## config.mk

```make
export PLATFORM = sky130hd
export DESIGN_NAME = spi_master_ctrl
export DESIGN_NICKNAME = d
export VERILOG_FILES = /design/src/rtl/spi_ctrl_pkg.sv /design/src/rtl/spi_sclk_gen.sv /design/src/rtl/spi_master_ctrl.sv
export SDC_FILE = /design/constraint.sdc
export NUM_CORES = 1
export LEC_CHECK = 0
export CAP_MARGIN = 20
export CELL_PAD_IN_SITES_DETAIL_PLACEMENT = 1
export CELL_PAD_IN_SITES_GLOBAL_PLACEMENT = 1
export CORE_UTILIZATION = 40
export CTS_CLUSTER_SIZE = 25
export DETAILED_ROUTE_END_ITERATION = 10
export PLACE_DENSITY_LB_ADDON = 0.05
export SLEW_MARGIN = 15
export SYNTH_ARGS = -nofsm -noshare
export SYNTH_HDL_FRONTEND = slang
export SYNTH_SLANG_ARGS = --single-unit
export TNS_END_PERCENT = 1
```

## constraint.sdc

```tcl
create_clock -name clk_i -period 2.2 [get_ports clk_i]
set_input_delay 0.22 -clock clk_i [delete_from_list [all_inputs] [get_ports clk_i]]
set_output_delay 0.22 -clock clk_i [all_outputs]
set_load 0.005 [all_outputs]
```

## src/rtl/spi_ctrl_pkg.sv

```systemverilog
// Shared constants and types for the SPI master controller:
// command opcodes, request op encodings, FSM state and byte phase.
package spi_ctrl_pkg;

   localparam logic [7:0] CMD_WRITE = 8'h80;
   localparam logic [7:0] CMD_READ  = 8'h08;
   localparam logic [7:0] CMD_CLEAR = 8'h55;

   typedef enum logic [1:0] {
      OP_ILLEGAL = 2'b00,
      OP_WRITE   = 2'b01,
      OP_READ    = 2'b10,
      OP_CLEAR   = 2'b11
   } op_e;

   typedef enum logic [2:0] {
      IDLE    = 3'd0,
      SETUP   = 3'd1,
      SHIFT   = 3'd2,
      WAIT_WD = 3'd3,
      HOLD    = 3'd4,
      GAP     = 3'd5
   } state_e;

   typedef enum logic [1:0] {
      PH_CMD  = 2'd0,
      PH_ADDR = 2'd1,
      PH_DATA = 2'd2
   } phase_e;

   function automatic logic [7:0] cmd_byte(input op_e op);
      case (op)
         OP_WRITE: cmd_byte = CMD_WRITE;
         OP_READ:  cmd_byte = CMD_READ;
         OP_CLEAR: cmd_byte = CMD_CLEAR;
         default:  cmd_byte = 8'h00;
      endcase
   endfunction

endpackage

```

## src/rtl/spi_sclk_gen.sv

```systemverilog
// SCLK divider: toggles every CLK_DIV cycles while enabled, idles low, and
// flags the cycle just before each rising/falling edge.
module spi_sclk_gen #(
   parameter int unsigned CLK_DIV = 8
) (
   input  logic clk_i,
   input  logic rst_n,
   input  logic en_i,
   output logic sclk_o,
   output logic rise_o,
   output logic fall_o
);

   localparam logic [7:0] DIV_LAST = 8'(CLK_DIV - 1);

   logic [7:0] cnt_q, cnt_d;
   logic       sclk_q, sclk_d;
   logic       tick;

   always_comb begin
      tick   = en_i && (cnt_q == DIV_LAST);
      cnt_d  = cnt_q + 8'd1;
      sclk_d = sclk_q;
      if (!en_i) begin
         cnt_d  = '0;
         sclk_d = 1'b0;
      end else if (tick) begin
         cnt_d  = '0;
         sclk_d = ~sclk_q;
      end
   end

   always_ff @(posedge clk_i or negedge rst_n) begin
      if (!rst_n) begin
         cnt_q  <= '0;
         sclk_q <= 1'b0;
      end else begin
         cnt_q  <= cnt_d;
         sclk_q <= sclk_d;
      end
   end

   assign sclk_o = sclk_q;
   assign rise_o = tick && !sclk_q;
   assign fall_o = tick && sclk_q;

endmodule

```

## src/rtl/spi_master_ctrl.sv

```systemverilog
// SPI master (CPOL=0/CPHA=1) issuing command/address/data transactions.
// Handshakes: a transfer happens on a clk_i edge where valid and ready are both high.
module spi_master_ctrl
   import spi_ctrl_pkg::*;
#(
   parameter int unsigned CLK_DIV  = 8,
   parameter int unsigned CS_SETUP = 8,
   parameter int unsigned CS_GAP   = 16
) (
   input  logic       clk_i,
   input  logic       rst_n,
   input  logic       req_valid_i,
   output logic       req_ready_o,
   input  logic [1:0] req_op_i,
   input  logic [7:0] req_addr_i,
   input  logic [3:0] req_len_i,
   input  logic [7:0] wdata_i,
   input  logic       wdata_valid_i,
   output logic       wdata_ready_o,
   output logic [7:0] rdata_o,
   output logic       rdata_valid_o,
   output logic       done_o,
   output logic       busy_o,
   output logic       spi_csn_o,
   output logic       spi_clk_o,
   output logic       spi_mosi_o,
   input  logic       spi_miso_i,
   output state_e     dbg_state_o
);

   localparam logic [15:0] SETUP_LAST = 16'(CS_SETUP - 1);
   localparam logic [15:0] HOLD_LAST  = 16'(CLK_DIV - 1);
   localparam logic [15:0] GAP_LAST   = 16'(CS_GAP - 1);

   state_e      state_q, state_d;
   op_e         op_q, op_d;
   phase_e      phase_q, phase_d;
   logic [7:0]  addr_q, addr_d, shreg_q, shreg_d, rdata_q, rdata_d;
   logic [6:0]  rx_q, rx_d;
   logic [4:0]  left_q, left_d;
   logic [15:0] cnt_q, cnt_d;
   logic [2:0]  bit_q, bit_d;
   logic        csn_q, csn_d, mosi_q, mosi_d, rvalid_q, rvalid_d, done_q, done_d;
   logic        ready_en_q;
   logic [1:0]  miso_sync_q;
   logic        miso_s, sclk_en, rise, fall;

   assign miso_s = miso_sync_q[1];

   spi_sclk_gen #(.CLK_DIV(CLK_DIV)) u_sclk (
      .clk_i (clk_i),
      .rst_n (rst_n),
      .en_i  (sclk_en),
      .sclk_o(spi_clk_o),
      .rise_o(rise),
      .fall_o(fall)
   );

   always_comb begin
      state_d = state_q;  op_d = op_q;      phase_d = phase_q;  addr_d = addr_q;
      shreg_d = shreg_q;  rdata_d = rdata_q; rx_d = rx_q;       left_d = left_q;
      cnt_d   = cnt_q;    bit_d = bit_q;    csn_d = csn_q;      mosi_d = mosi_q;
      rvalid_d = 1'b0;    done_d = 1'b0;    wdata_ready_o = 1'b0; sclk_en = 1'b0;
      unique case (state_q)
         IDLE: begin
            if (req_valid_i && req_ready_o) begin
               op_d    = op_e'(req_op_i);
               addr_d  = req_addr_i;
               phase_d = PH_CMD;
               bit_d   = '0;
               cnt_d   = '0;
               shreg_d = cmd_byte(op_e'(req_op_i));
               left_d  = (op_e'(req_op_i) == OP_CLEAR) ? 5'd0 : {1'b0, req_len_i} + 5'd2;
               // Illegal op completes immediately without touching the bus.
               if (op_e'(req_op_i) == OP_ILLEGAL) begin
                  done_d  = 1'b1;
                  state_d = GAP;
               end else begin
                  csn_d   = 1'b0;
                  state_d = SETUP;
               end
            end
         end
         SETUP: begin
            cnt_d = cnt_q + 16'd1;
            if (cnt_q == SETUP_LAST) begin
               cnt_d   = '0;
               state_d = SHIFT;
            end
         end
         SHIFT: begin
            sclk_en = 1'b1;
            if (rise) begin
               mosi_d  = shreg_q[7];
               shreg_d = {shreg_q[6:0], 1'b0};
            end
            if (fall) begin
               rx_d  = {rx_q[5:0], miso_s};
               bit_d = bit_q + 3'd1;
               if (bit_q == 3'd7) begin
                  if (phase_q == PH_DATA && op_q == OP_READ) begin
                     rdata_d  = {rx_q, miso_s};
                     rvalid_d = 1'b1;
                  end
                  if (left_q == 5'd0) begin
                     state_d = HOLD;
                     cnt_d   = '0;
                  end else begin
                     left_d  = left_q - 5'd1;
                     phase_d = (phase_q == PH_CMD) ? PH_ADDR : PH_DATA;
                     if (phase_q == PH_CMD) begin
                        shreg_d = addr_q;
                     end else if (op_q == OP_WRITE) begin
                        wdata_ready_o = 1'b1;
                        if (wdata_valid_i) shreg_d = wdata_i;
                        else               state_d = WAIT_WD;
                     end else begin
                        shreg_d = '0;
                     end
                  end
               end
            end
         end
         WAIT_WD: begin
            wdata_ready_o = 1'b1;
            if (wdata_valid_i) begin
               shreg_d = wdata_i;
               state_d = SHIFT;
            end
         end
         HOLD: begin
            cnt_d = cnt_q + 16'd1;
            if (cnt_q == HOLD_LAST) begin
               cnt_d   = '0;
               csn_d   = 1'b1;
               mosi_d  = 1'b0;
               done_d  = 1'b1;
               state_d = GAP;
            end
         end
         GAP: begin
            cnt_d = cnt_q + 16'd1;
            if (cnt_q == GAP_LAST) begin
               cnt_d   = '0;
               state_d = IDLE;
            end
         end
         default: state_d = IDLE;
      endcase
   end

   always_ff @(posedge clk_i or negedge rst_n) begin
      if (!rst_n) begin
         state_q <= IDLE;  op_q <= OP_ILLEGAL; phase_q <= PH_CMD; addr_q <= '0;
         shreg_q <= '0;    rdata_q <= '0;      rx_q <= '0;        left_q <= '0;
         cnt_q   <= '0;    bit_q <= '0;        csn_q <= 1'b1;     mosi_q <= 1'b0;
         rvalid_q <= 1'b0; done_q <= 1'b0;     ready_en_q <= 1'b0; miso_sync_q <= '0;
      end else begin
         state_q <= state_d; op_q <= op_d;       phase_q <= phase_d; addr_q <= addr_d;
         shreg_q <= shreg_d; rdata_q <= rdata_d; rx_q <= rx_d;       left_q <= left_d;
         cnt_q   <= cnt_d;   bit_q <= bit_d;     csn_q <= csn_d;     mosi_q <= mosi_d;
         rvalid_q <= rvalid_d; done_q <= done_d; ready_en_q <= 1'b1;
         miso_sync_q <= {miso_sync_q[0], spi_miso_i};
      end
   end

   assign req_ready_o   = ready_en_q && (state_q == IDLE);
   assign busy_o        = (state_q != IDLE);
   assign rdata_o       = rdata_q;
   assign rdata_valid_o = rvalid_q;
   assign done_o        = done_q;
   assign spi_csn_o     = csn_q;
   assign spi_mosi_o    = mosi_q;
   assign dbg_state_o   = state_q;

endmodule

```

==> results by group, run 1 <==
Yosys
  – YS warnings: 0
  – Area leader, netlist: dfrtp_1
  – Post-Syn Area per Cell: ~9.8 um2
  – Asr flop ratio synth: 100%
  – Top-area cell type share of the netlist area: around 47%
  – Sequential fraction of the synthesis area: 47.4%
  – Top post-synthesis cells by area: dfrtp_1 (47%), mux2_2 (4.6%), nand3_1 (3.3%)
  – Post-synth EDFFs: 0
  – Synth Net Count: 453
  – FF+latch count, synth: 78
  – Cell area after synthesis: 4120 um2
  – Primary FF master, synth: dfrtp_1
  – Yosys cell types: 62
  – Cells after synthesis: 420

Power
  – Clock network fraction of design power: 19.0%
  – Worst vdd ir: 0.491 mV
  – Psw: ~2300 uW
  – Pleak: 0.00245 uW
  – Switching Share: 39.8%
  – Internal power: 3520 uW
  – Logic pwr share: 43.8%
  – Reg power frac: 37.2%
  – PwrDens: 1070 nW/um2

Floorplanning
  – Rows: 36
  – IO Count: 46
  – CORE AREA: 9860 um2
  – Die area: ~11000 um2
  – Initial core utilization: 41.8%
  – Die Ht: 103 um
  – Die X-Extent: 103 um

CTS
  – TritonCTS Buffers: 9
  – Worst-Skew Late Latency: 360 ps
  – Clock-pin transition on the worst setup and hold timing paths: 100 ps
  – H-tree levels: 3
  – Sink Count: around 80
  – CTS root buf: clkbuf_8
  – CTS tree: yes
  – Max Root-Sink Buffers: 2

STA
  – F_max: about 0.44 GHz
  – Slew margin rel.: 63.1%
  – Clock Skew: about 9.6 ps
  – Slew Limit Fails: 0
  – Final setup fails: 5
  – Final hold vios: 0
  – Min Tclk post-route: ~2300 ps
  – Post-route setup slack: -71.7 ps
  – Tightest Pin Transition: between 500 and 600 ps
  – Hold_ws: about 290 ps
  – RSZ-0062 raised after global routing: yes
  – Tcrit/Tclk final: 103%

Run
  – Max-cap viol count: 0

Global route
  – Largest net degree at the start of global routing: 47
  – First-pass GRT wire length: 19900 um
  – Number of global-route vias before repair: 4045
  – Initial antenna violation count: 0
  – Tot GR Track Use: 24.5%
  – Grt total ovfl: 0

Route
  – DR WL/cell: 18.3 um
  – Starting DRC count in detailed routing: 150
  – DRT Pass-1 Iters: 4
  – Final antenna-violating net count: 0
  – Via density: 5.63
  – Drc violations: 0
  – Vias: approximately 3700
  – DRT Wirelength: 12000 um

Placed design
  – RePlAce Congestion: 0.851
  – IO buf count: 45
  – Hpwl dp: 8410 um

Layout
  – Number of diodes: 0
  – Share of cells above drive strength 1: 22.6%
  – Layout overhead on the synthesized area: 32.8%
  – Final core utilization: 55.5%
  – Final nets: 551
  – Fillers: 1112

Worst setup path
  – CP cell instances: inv_2, ha_4, or4b_4, and2_4, nand2_4, nor3_2, o21a_1, buf_2
  – Critical Path RT: roughly 2000 ps
  – Reg2reg end: shreg_q[6]
  – Slowest CP cell: or4b_4
  – CP Capture Type: output port
  – Critical path fanouts, max: 2
  – Kind of critical path: register to output port
  – Delay-heaviest family, CP: simple AND/OR/NAND/NOR gates
  – Slowest stage delay, CP: 470 ps
  – Setup crit start kind: register
  – Worst reg2reg path depth: 10
  – Crit path DAT: 2050 ps
  – FF-to-FF setup slack: -30 ps
  – Buffers & Inverters on Critical Path: 2
  – Reg2reg start: left_q[1]

Hold path
  – Worst Hold Path Cells: 1
  – Hold WC Path Type: input port to register
  – Min-delay src: spi_miso_i
  – Hold endpoint: miso_sync_q[0]

Outcome
  – Failing checks: setup timing
  – Status: finished with violations
## Yosys cell counts, types with 7 or more instances
| cell type | count |
|---|---|
| clkbuf_1 | 12 |
| xor2_1 | 8 |
| nand3_1 | 27 |
| buf_2 | 7 |
| and3_1 | 8 |
| mux2_2 | 17 |
| nor3_1 | 7 |
| nor2_1 | 32 |
| a31oi_1 | 8 |
| nand4_1 | 10 |
| a21oi_1 | 24 |
| nand2_1 | 26 |
| inv_1 | 21 |
| mux2_1 | 8 |
| o21ai_0 | 21 |
| dfrtp_1 | 77 |
## worst register-to-register path: cells and delay by family (launching register included)
| family | cells | cell delay, ps |
|---|---|---|
| AOI/OAI and AO/OA | 3 | 420 |
| DFF | 1 | 410 |
| and+or+nand+nor | 2 | 660 |
| adders and majority gates | 1 | 130 |
| buffers and inverters | 4 | 520 |
## area by class of cell
cell class | instances | area (um2) | area share (%)
multi-input combinational | 302 | 2110 | 38.5
sequential | 78 | 1950 | 35.7
timing repair buffer | 106 | 965 | 17.6
tap | 133 | 166 | 3.04
clock buffer | 9 | 124 | 2.26
inverter | 21 | 78.8 | 1.44
clock inverter | 7 | 75.1 | 1.37
## timing repair
| action | in CTS | in global routing |
|---|---|---|
| gates resized for setup | 23 | 8 |
| pin swaps | 8 | 8 |
| setup endpoints to repair | 20 | 24 |
| hold buffers | 1 | 0 |
| endpoints found under the hold margin | 32 | 0 |
| buffers inserted | 4 | 3 |
## logic make-up after synthesis
logic type | share of synthesized area [%]
XOR/XNOR | 2.34
multiplexers | 8.05
AND/OR/NAND/NOR | 19.5
AO/OA/AOI/OAI | 16.9
buffers and inverters | 3.86
other | 0.0910
adder cells (fa/ha/maj) | 1.82
flip-flops | 47.4
## layer usage
metal | track usage [%] | up-vias | wire length (um)
li1 | - | 1738 | -
met1 | 29.8 | 1860 | 5180
met2 | 43.7 | 74 | 6260
met3 | 5.17 | 18 | 387
met4 | 7.37 | 0 | 161
met5 | 0 | - | 0
## flip-flops by register name, indices dropped and copies added (netlist names), 3 cells and up
signal        flops
cnt_q            16
dbg_state_o       3
left_q            5
shreg_q           8
u_sclk.cnt_q      8
bit_q             3
rx_q              7
rdata_o           8
addr_q            8
## layout by cell type, fill, tap and decap left out, types with 7 or more instances in the layout
cell             netlist  final
a21oi_1               24     24
a31oi_1                8      7
and3_1                 8      8
buf_4                  0     54
clkbuf_8               0      9
clkdlybuf4s50_1        0     43
dfrtp_1               77     77
inv_1                 21     19
mux2_1                 8      7
mux2_2                17     17
nand2_1               26     25
nand3_1               27     27
nand4_1               10     10
nor2_1                32     31
o21ai_0               21     20
xor2_1                 8      8
## worst max path at each step
| stage | start | to | depth (start not counted) |
|---|---|---|---|
| after floorplan | left_q[0] | shreg_q[0] | 8 |
| after global placement | u_sclk.cnt_q[5] | wdata_ready_o | 6 |
| after detailed placement | u_sclk.cnt_q[5] | wdata_ready_o | 6 |
| after CTS | u_sclk.cnt_q[7] | wdata_ready_o | 6 |
| after global routing | left_q[1] | wdata_ready_o | 8 |
| final | left_q[1] | wdata_ready_o | 8 |
## power groups by stage
stage / Sequential, uW / Clock, uW / Combinational, uW
finish: 2180 / 1110 / 2560
CTS: 2160 / 1140 / 2520
floorplan: 2090 / 0 / 1460
global placement: 2170 / 0 / 2320
global route: 2240 / 1190 / 2830
detailed placement: 2180 / 0 / 2430
## through the flow
stage / TNS, ps / cells / cell area [um2] / setup slack (ps) / power [uW]
after floorplan: -172 / 420 / 4120 / -18.5 / 3550
final: -166 / 656 / 5470 / -71.7 / 5850
after global placement: -583 / 632 / 5090 / -133 / 4490
after CTS: -233 / 653 / 5400 / -57.9 / 5820
after global routing: -969 / 656 / 5470 / -130 / 6260
after detailed placement: -1010 / 632 / 5090 / -122 / 4610
No activity file was read; power rests on OpenSTA's default activity.
==> run 2, diff against run 1 <==
Settings changed: CTS_CLUSTER_DIAMETER set to 150.
==> results of run 2 <==
Final layout, timing and power as in run 1 (identical DEF).
==> run 3, diff against run 2 <==
Settings changed: ABC_AREA set to 1, CORE_UTILIZATION 40 to 38, MAX_ROUTING_LAYER set to met4.
==> run 3 against run 2 <==
Compared with the run above: the flow now finishes without violations; setup slack better by 170 ps; utilization is 6.1 points lower; clock skew hardly changed; die area is 9.6% higher; fmax is 8.0% higher; routed wire length is 4.2% lower; first-iteration DRC count is 23% lower; global-route usage is 1.6 points lower; area after synthesis is 4.3% higher; largest power group unchanged.
==> results by group, run 3 <==
CTS
  – H-tree levels: 3
  – CTS root buf: clkbuf_16
  – CTS tree: yes
  – Clock-pin transition on the worst setup and hold timing paths: 60 ps
  – Sink Count: 78
  – Worst-Skew Late Latency: ~340 ps
  – TritonCTS Buffers: 9
  – Max Root-Sink Buffers: 2

Global route
  – Initial antenna violation count: 0
  – Number of global-route vias before repair: 4020
  – Tot GR Track Use: 22.9%
  – First-pass GRT wire length: ~20000 um
  – Largest net degree at the start of global routing: 43
  – Grt total ovfl: 0

Route
  – DRT Pass-1 Iters: 4
  – Drc violations: 0
  – Final antenna-violating net count: 0
  – Starting DRC count in detailed routing: 115
  – DRT Wirelength: 11500 um
  – Vias: 3880
  – DR WL/cell: 14.9 um
  – Via density: 5.02

Worst setup path
  – Critical Path RT: about 2000 ps
  – Slowest stage delay, CP: 400 ps
  – CP cell instances: inv_2, nand2_2, nor2_4, nand3_2, nor3_4, nand3_1, nand2_1, dlygate4sd2_1
  – Slowest CP cell: dfrtp_1
  – Critical path fanouts, max: 5
  – Crit path DAT: 1880 ps
  – Setup crit start kind: register
  – CP Capture Type: output port
  – Delay-heaviest family, CP: simple AND/OR/NAND/NOR gates
  – Kind of critical path: register to output port
  – Buffers & Inverters on Critical Path: 2

Yosys
  – Sequential fraction of the synthesis area: 45.4%
  – Post-synth EDFFs: 0
  – Most frequent cell after synthesis: nand2_1
  – Cell area after synthesis: 4300 um2
  – Cells after synthesis: 561
  – FF+latch count, synth: 78
  – Top cells by count, synth: nand2_1 (172), dfrtp_1 (77), inv_1 (63)
  – Area leader, netlist: dfrtp_1
  – Synth Net Count: 594
  – Top post-synthesis cells by area: dfrtp_1 (45%), nand2_1 (15%), inv_1 (5.5%)
  – Primary FF master, synth: dfrtp_1
  – Post-Syn Area per Cell: 7.66 um2
  – Yosys cell types: 42
  – Top-area cell type share of the netlist area: about 45%
  – Asr flop ratio synth: between 90% and 100%
  – YS warnings: 0

STA
  – Final hold vios: 0
  – Slew Limit Fails: 0
  – Tightest Pin Transition: 747 ps
  – Setup TNS: 0 ps
  – Slew margin rel.: 49.6%
  – Final setup fails: 0
  – Clock Skew: 9.39 ps
  – Post-route setup slack: 95.9 ps
  – Tcrit/Tclk final: between 90% and 100%
  – F_max: 0.475 GHz
  – RSZ-0062 raised after global routing: yes
  – Min Tclk post-route: 2100 ps

Layout
  – Most common cell after layout, fill and taps aside: nand2_1
  – Fillers: 1369
  – Layout Cells excl Fill: between 700 and 800
  – Largest Register: cnt_q
  – Most frequent cells in the layout: nand2_1 (172), dfrtp_1 (77), inv_1 (61)
  – Max reg flops: 16
  – Layout overhead on the synthesized area: 25.7%
  – Share of cells above drive strength 1: 14.1%
  – Final nets: 661
  – Number of diodes: 0

Placed design
  – Cells after DPL: roughly 750
  – IO buf count: 45
  – Hpwl dp: 8760 um
  – Dpl ws: 22.5 ps
  – RePlAce Congestion: 0.854

Run
  – Max-cap viol count: 0

Floorplanning
  – Die X-Extent: 108 um
  – Die Ht: 108 um
  – IO Count: 46
  – Initial core utilization: 39.3%
  – Die area: roughly 12000 um2
  – Rows: 38
  – CORE AREA: ~11000 um2

Power
  – Pleak: 0.00250 uW
  – Worst vdd ir: between 0.5 and 0.6 mV
  – PwrDens: 1240 nW/um2

Outcome
  – Status: complete, no violations

Hold path
  – Hold WC Path Type: input port to register
-- run 3: logic make-up (layout without fill, tap and decap cells) --
kind of cell	count (synthesis)	in the layout	synth area share [%]
and+or+nand+nor	281	281	29.2
AOI/OAI and AO/OA	108	108	14.8
buffers and inverters	83	155	7.89
DFF	78	78	45.4
adders and majority gates	6	6	1.75
xor gates and xnor gates	4	4	0.815
other	1	1	0.0873
-- run 3: metrics by stage --
step	total power (uW)	utilization [%]	area (um2)	hold WS, ps
5_1_grt	7260	49.4	5400	333
2_1_floorplan	4170	-	4300	-75.6
4_1_cts	6720	49.1	5370	313
3_3_place_gp	5040	45.8	5010	233
6_report	6690	49.4	5400	319
3_5_place_dp	5130	45.8	5010	235
-- run 3: repair_timing --
| action | 4_1_cts | 5_1_grt |
|---|---|---|
| pin swaps | 3 | 0 |
| hold endpoints to repair | 35 | 0 |
| setup endpoints to repair | 1 | 16 |
| buffers inserted | 4 | 0 |
| hold buffers | 1 | 0 |
| gates resized for setup | 8 | 8 |
-- run 3: per-layer routing --
layer | wire, um | GRT usage (%)
met1 | 5480 | 29.2
met2 | 5480 | 37.4
met3 | 344 | 3.80
met4 | 180 | 7.05
met5 | 0 | -
-- run 3: power by group --
| group | leakage, uW | switching (uW) | internal (uW) |
|---|---|---|---|
| clock | 0.000139 | 625 | 887 |
| sequential | 0.00103 | 313 | 1830 |
| combinational | 0.00133 | 1920 | 1110 |
| total | 0.00250 | 2850 | 3840 |
-- run 3: layout make-up --
| type | count | area [um2] | area share, % |
|---|---|---|---|
| Clock buffer | 10 | 229 | 4.24 |
| Tap cell | 140 | 175 | 3.24 |
| Inverter | 71 | 272 | 5.03 |
| Timing Repair Buffer | 68 | 651 | 12.0 |
| Sequential cell | 78 | 1950 | 36.2 |
| Clock inverter | 6 | 71.3 | 1.32 |
| Multi-Input combinational cell | 400 | 2050 | 38.0 |
-- run 3: worst paths after layout --
| kind | end | startpoint | slack [ps] | cells past startpoint |
|---|---|---|---|---|
| max reg2reg | bit_q[2] | dbg_state_o[2] | 170 | 14 |
| max in group asynchronous | addr_q[6] | rst_n | 1190 | 3 |
| min | miso_sync_q[0] | spi_miso_i | 320 | 1 |
| min in group asynchronous | rdata_o[4] | rst_n | 390 | 2 |
| min reg2reg | miso_sync_q[1] | miso_sync_q[0] | 360 | 0 |
| max | wdata_ready_o | dbg_state_o[2] | 100 | 8 |
-- run 3: worst reg2reg max path, cell delays in order (launching register included) --
cell     delay (ps)
dfrtp_1         400
inv_2           140
nand2_2         110
nor2_4          140
nand3_2         130
buf_4           150
buf_4           180
inv_2           100
nor2_4           50
inv_2            70
nand2_1          60
inv_2            90
o21ai_1         150
nand2_1          90
o21ai_1          60
